==> src/rtl/sample_fifo_argmax_reader.sv <==
// Streams one classification set out of a sample FIFO and reports the signed
// maximum score with its label index; can rewind the FIFO for a repeat pass.
module sample_fifo_argmax_reader #(
  parameter int FIFO_WIDTH = 16,
  parameter int NUM_LABELS = 1000,
  parameter int IDX_WIDTH  = 10
) (
  input  logic                  clk,
  input  logic                  rst_n,
  input  logic                  i_start,
  input  logic                  i_replay,
  input  logic                  i_abort,
  output logic                  o_busy,
  output logic                  o_done,
  output logic [IDX_WIDTH-1:0]  o_label,
  output logic [FIFO_WIDTH-1:0] o_score,
  output logic                  o_fifo_pop,
  output logic                  o_fifo_mark_read_rst,
  output logic                  o_fifo_read_rst,
  output logic                  o_fifo_flush,
  input  logic [FIFO_WIDTH-1:0] i_fifo_front,
  input  logic                  i_fifo_vld,
  input  logic                  i_fifo_empty
);

  localparam int CNT_W = $clog2(NUM_LABELS + 1);
  localparam logic [CNT_W-1:0] SET_LEN = CNT_W'(NUM_LABELS);

  typedef enum logic [2:0] {
    S_IDLE   = 3'd0,
    S_MARK   = 3'd1,
    S_READ   = 3'd2,
    S_DRAIN  = 3'd3,
    S_REWIND = 3'd4,
    S_DONE   = 3'd5
  } state_e;

  state_e                  state_q, state_d;
  logic [CNT_W-1:0]        issued_q, issued_d;
  logic [CNT_W-1:0]        received_q, received_d;
  logic                    replay_q, replay_d;
  logic [FIFO_WIDTH-1:0]   max_q, max_d;
  logic [IDX_WIDTH-1:0]    idx_q, idx_d;
  logic [IDX_WIDTH-1:0]    label_q, label_d;
  logic [FIFO_WIDTH-1:0]   score_q, score_d;

  logic sample_ok_s;
  logic all_rx_s;
  logic pop_s, mark_s, rrst_s, flush_s, done_s, busy_s;

  // Next-state, datapath update and FIFO control decode.
  always_comb begin
    state_d    = state_q;
    issued_d   = issued_q;
    received_d = received_q;
    replay_d   = replay_q;
    max_d      = max_q;
    idx_d      = idx_q;
    label_d    = label_q;
    score_d    = score_q;
    pop_s      = 1'b0;
    mark_s     = 1'b0;
    rrst_s     = 1'b0;
    flush_s    = 1'b0;
    done_s     = 1'b0;
    busy_s     = 1'b0;

    // Data returning from the FIFO only counts while a pass is collecting it.
    sample_ok_s = i_fifo_vld && ((state_q == S_READ) || (state_q == S_DRAIN));
    if (sample_ok_s) begin
      received_d = received_q + CNT_W'(1);
      // Strict compare keeps the earliest index on ties.
      if ((received_q == '0) || ($signed(i_fifo_front) > $signed(max_q))) begin
        max_d = i_fifo_front;
        idx_d = IDX_WIDTH'(received_q);
      end else begin
        max_d = max_q;
      end
    end else begin
      received_d = received_q;
    end
    all_rx_s = (received_d == SET_LEN);

    case (state_q)
      S_IDLE: begin
        if (i_start) begin
          state_d  = S_MARK;
          replay_d = i_replay;
        end else begin
          state_d = S_IDLE;
        end
      end
      S_MARK: begin
        busy_s     = 1'b1;
        mark_s     = 1'b1;
        issued_d   = '0;
        received_d = '0;
        state_d    = S_READ;
      end
      S_READ: begin
        busy_s = 1'b1;
        if (!i_fifo_empty && (issued_q < SET_LEN)) begin
          pop_s    = 1'b1;
          issued_d = issued_q + CNT_W'(1);
        end else begin
          pop_s = 1'b0;
        end
        if (all_rx_s) begin
          state_d = replay_q ? S_REWIND : S_DONE;
        end else if (issued_d == SET_LEN) begin
          state_d = S_DRAIN;
        end else begin
          state_d = S_READ;
        end
      end
      S_DRAIN: begin
        busy_s = 1'b1;
        if (all_rx_s) begin
          state_d = replay_q ? S_REWIND : S_DONE;
        end else begin
          state_d = S_DRAIN;
        end
      end
      S_REWIND: begin
        busy_s  = 1'b1;
        rrst_s  = 1'b1;
        state_d = S_DONE;
      end
      S_DONE: begin
        done_s  = 1'b1;
        state_d = S_IDLE;
      end
      default: begin
        state_d = S_IDLE;
      end
    endcase

    // Result registers load on entry to DONE so they are valid with the pulse.
    if ((state_d == S_DONE) && (state_q != S_DONE)) begin
      label_d = idx_d;
      score_d = max_d;
    end else begin
      label_d = label_q;
      score_d = score_q;
    end

    // Abort overrides everything; the flush is the only FIFO control that cycle.
    if (i_abort && (state_q != S_IDLE)) begin
      state_d = S_IDLE;
      pop_s   = 1'b0;
      mark_s  = 1'b0;
      rrst_s  = 1'b0;
      done_s  = 1'b0;
      flush_s = 1'b1;
      label_d = label_q;
      score_d = score_q;
    end else begin
      flush_s = 1'b0;
    end
  end

  // State, counters, running maximum and result registers.
  always_ff @(posedge clk or negedge rst_n) begin
    if (!rst_n) begin
      state_q    <= S_IDLE;
      issued_q   <= '0;
      received_q <= '0;
      replay_q   <= 1'b0;
      max_q      <= '0;
      idx_q      <= '0;
      label_q    <= '0;
      score_q    <= '0;
    end else begin
      state_q    <= state_d;
      issued_q   <= issued_d;
      received_q <= received_d;
      replay_q   <= replay_d;
      max_q      <= max_d;
      idx_q      <= idx_d;
      label_q    <= label_d;
      score_q    <= score_d;
    end
  end

  assign o_busy               = busy_s;
  assign o_done               = done_s;
  assign o_label              = label_q;
  assign o_score              = score_q;
  assign o_fifo_pop           = pop_s;
  assign o_fifo_mark_read_rst = mark_s;
  assign o_fifo_read_rst      = rrst_s;
  assign o_fifo_flush         = flush_s;

endmodule

==> config.mk <==
export PLATFORM = sky130hd
export DESIGN_NAME = sample_fifo_argmax_reader
export DESIGN_NICKNAME = d
export VERILOG_FILES = /design/src/rtl/sample_fifo_argmax_reader.sv
export SDC_FILE = /design/constraint.sdc
export NUM_CORES = 1
export LEC_CHECK = 0
export ABC_AREA = 1
export CORE_ASPECT_RATIO = 0.9
export CORE_MARGIN = 4
export CORE_UTILIZATION = 40
export CTS_CLUSTER_DIAMETER = 60
export DETAILED_ROUTE_END_ITERATION = 10
export PLACE_DENSITY = 0.62
export SLEW_MARGIN = 5
export SYNTH_ARGS = -nofsm -noshare
export SYNTH_HDL_FRONTEND = slang
export SYNTH_SLANG_ARGS = --single-unit
==> constraint.sdc <==
create_clock -name clk -period 2.6 [get_ports clk]
set_clock_uncertainty 0.15 [all_clocks]
set_input_delay 0.78 -clock clk [delete_from_list [all_inputs] [get_ports clk]]
set_output_delay 0.78 -clock clk [all_outputs]
set_load 0.01 [all_outputs]
==> metrics.md <==
| Metric | Value |
|---|---|
| Flop and latch count out of synthesis | `76` |
| CP max stage delay | `300 ps` |
| Slew Limit Headroom | `64.8%` |
| CP Class | `in2reg` |
| CP Max Fanout | `8` |
| CP required | `2680 ps` |
| Top Ports | `55` |
| Warnings from Yosys | `0` |
| Pwr Density | `921 nW/um2` |
| Root Driver | `clkbuf_16` |
| Mean routed wirelength per cell | `around 14 um` |
| Core area | `9870 um2` |
| Post-route antenna net violation count | `0` |
| Final Wtd Congestion | `0.904` |
| Dpl cells | `~760` |
| Die X | `115 um` |
| Final WL | `11200 um` |
| Clock tree buffer depth | `2` |
| Setup Viol. Count Final | `0` |
| First-pass GRT wire length | `18300 um` |
| Synthesized area per cell | `7.63 um2` |
| Critical path startpoint category | `input port` |
| Worst R2R Start | `state_q[1]$_DFF_PN0_` |
| Clock transition at path regs | `60 ps` |
| Hold Violations, Final | `0` |
| Minimum clock period | `2530 ps` |
| DR pass1 iterations | `4` |
| Slew @ Worst Pin | `~520 ps` |
| Synth unique cells | `33` |
| Cells after synthesis | `542` |
| DRC violations left | `0` |
| Crit-path cells | `clkdlybuf4s15_1 > ha_4 > inv_1 > o21bai_1 > nand3_2 > nand3_2 > nand2_2 > nand2_1 > nand2_1 > nand2_1 > nand2_2 > nand2_4 > nand2_4 > buf_8 > nand2_2 > nand2_1 > nand3_1 > nand2_1` |
| Sequential element share of the synthesized area | `roughly 46%` |
| Commonest non-fill, non-tap cells in the layout | `nand2_1 (167), dfrtp_1 (74), nand3_1 (69), inv_1 (54), buf_4 (52)` |
| Iteration-0 DRC count of the detailed router | `around 210` |
| Crit. End Element | `flip-flop` |
| Finished Layout Cells | `786` |
| Total CTS buffers | `9` |
| Final nets | `697` |
| Global route overflow | `0` |
| Slowest cell on the critical path | `ha_4` |
| Most common cell after layout, fill and taps aside | `nand2_1` |
| Worst Setup SP | `i_fifo_front[1]` |
| Cell Area, Placed | `5240 um2` |
| Worst Setup Slack, final | `74.6 ps` |
| Total track usage | `18.9%` |
| Largest net degree at the start of global routing | `between 40 and 50` |
| Post-route cell area | `between 5000 and 6000 um2` |
| I/O Buffers | `54` |
| Leakage | `2.95 nW` |
| Buf/Inv on CP | `3` |
| Die area | `between 10000 and 15000 um2` |
| CP arrival | `2600 ps` |
| Reg2Reg Setup Slack | `200 ps` |
| Dpl ws | `-559 ps` |
| Row count | `34` |
| CP top delay family | `simple AND/OR/NAND/NOR gates` |
| Synth-to-Final Area Change | `43.0%` |
| Max_cap viols | `0` |
| Worst Reg-to-Reg Cells | `15` |
| Cell area after synthesis | `4130 um2` |
| Clock sinks | `76` |
| Setup TNS | `0 ps` |
| Via density | `between 5 and 6` |
| CTS HTree Levels | `3` |
| Worst path most repeated cell | `nand2_1` |
| Min-Delay Path Class | `in2async` |
| Worst r2r dst | `o_label[7]$_DFFE_PN0P_` |
| CTS Hold Bufs | `0` |
| Final slew viol count | `0` |
| Initial antenna violation count | `0` |
| Fraction of layout cells with a size suffix above 1 | `23.5%` |
| CTS tree | `yes` |
| Initial Util | `41.9%` |
| VDD IR max | `approximately 0.46 mV` |
| Die Y | `104 um` |
| Placed wire-length estimate | `~7500 um` |
| Status | `completed` |
| Syn_nets | `between 500 and 600` |
| Maximum clock rate | `0.396 GHz` |
| Fin crit share | `97.1%` |
| Clock Latency Late Sink | `340 ps` |
| Vias | `3966` |
| Vias in the first global route | `3954` |
| Total power draw | `5.44 mW` |
| # diodes | `0` |
[how the worst max path moves through the flow]
stage / cells after the start / endpoint / slack, ps
floorplan: 17 / o_score[0]$_DFFE_PN0P_ / 60
global placement: 3 / o_done / -500
detailed placement: 18 / o_score[13]$_DFFE_PN0P_ / -560
CTS: 16 / o_score[11]$_DFFE_PN0P_ / 0.07
global route: 18 / o_score[5]$_DFFE_PN0P_ / -50
finish: 18 / o_score[5]$_DFFE_PN0P_ / 70
[layout make-up]
class,instances,area [um2]
repair buffers,117,1070
multi-input cells,392,2240
inverters,59,223
well taps,126,158
fillers,892,3960
clock inverters,4,72.6
flip-flops and latches,76,1900
clock buffers,12,246
[cells in the mapped netlist, drive strengths merged]
cell | number | area (um2)
nor2 | 43 | 171
nand3b | 1 | 7.51
a21oi | 13 | 91.3
nand2 | 191 | 732
ha | 19 | 238
nand4 | 10 | 62.6
mux2 | 1 | 11.3
inv | 57 | 214
a21o | 1 | 7.51
xnor2 | 1 | 8.76
o21ai | 17 | 85.1
nor3 | 5 | 25.0
clkinv | 2 | 8.75
nor4 | 2 | 12.5
nand3 | 78 | 408
buf | 9 | 58.8
o21bai | 2 | 15.0
dfrtp | 76 | 1900
o22ai | 5 | 31.3
xor2 | 2 | 17.5
clkbuf | 7 | 26.3
[routing by layer]
metal  global-route usage, %  share of wire, %  vias to the layer above
li1                        -                 -                     1978
met1                    25.4                47                     1864
met2                    29.4                46                      100
met5                       0                 0                        -
met3                    4.89               5.2                       24
met4                    6.45               2.1                        0
[cells by family after synthesis]
group                    after synthesis  synth area share (%)
AO/OA/AOI/OAI                         38                  5.57
XOR/XNOR                               3                 0.636
adder cells (fa/ha/maj)               19                  5.75
buffers and inverters                 75                  7.45
flip-flops                            76                  46.0
multiplexers                           1                 0.272
AND/OR/NAND/NOR                      330                  34.3
[state kept, by name (all words and copies together), names as in the netlist]
signal      cells
max_q          16
o_label        10
o_score        16
idx_q          10
replay_q        1
state_q         3
issued_q       10
received_q     10
[worst reg2reg max path: stages, from the launching register on]
cell and delay, ps:
dfrtp_1 410, buf_4 170, nand3_4 130, clkinv_2 120, buf_4 150, nand3_1 70
nand2_1 50, nand2_1 60, inv_2 50, a21oi_4 160, nand3_2 140, a21oi_4 200
nand2_4 90, buf_12 170, nand3_1 90, nand2_1 60
[timing repair]
action | 4_1_cts | 5_1_grt
gates cloned | 1 | 2
pin swaps | 16 | 32
hold endpoints to repair | 0 | 0
gates resized for setup | 44 | 75
setup endpoints to repair | 58 | 54
buffers inserted | 2 | 2
[per-stage QoR]
step                      hold slack [ps]  util (%)
after floorplan                       288         -
after global placement                301      53.1
after detailed placement              307      53.1
after CTS                             243      57.2
after global routing                  255      59.9
final                                 229      59.9
[where the power goes]
group          switching (mW)  leakage (nW)  internal, mW
combinational            1.41          1.77          1.04
sequential              0.199          1.02          1.45
clock                   0.482         0.153         0.865
total                    2.09          2.95          3.35
Note: power is estimated with default switching activity, not from simulation.
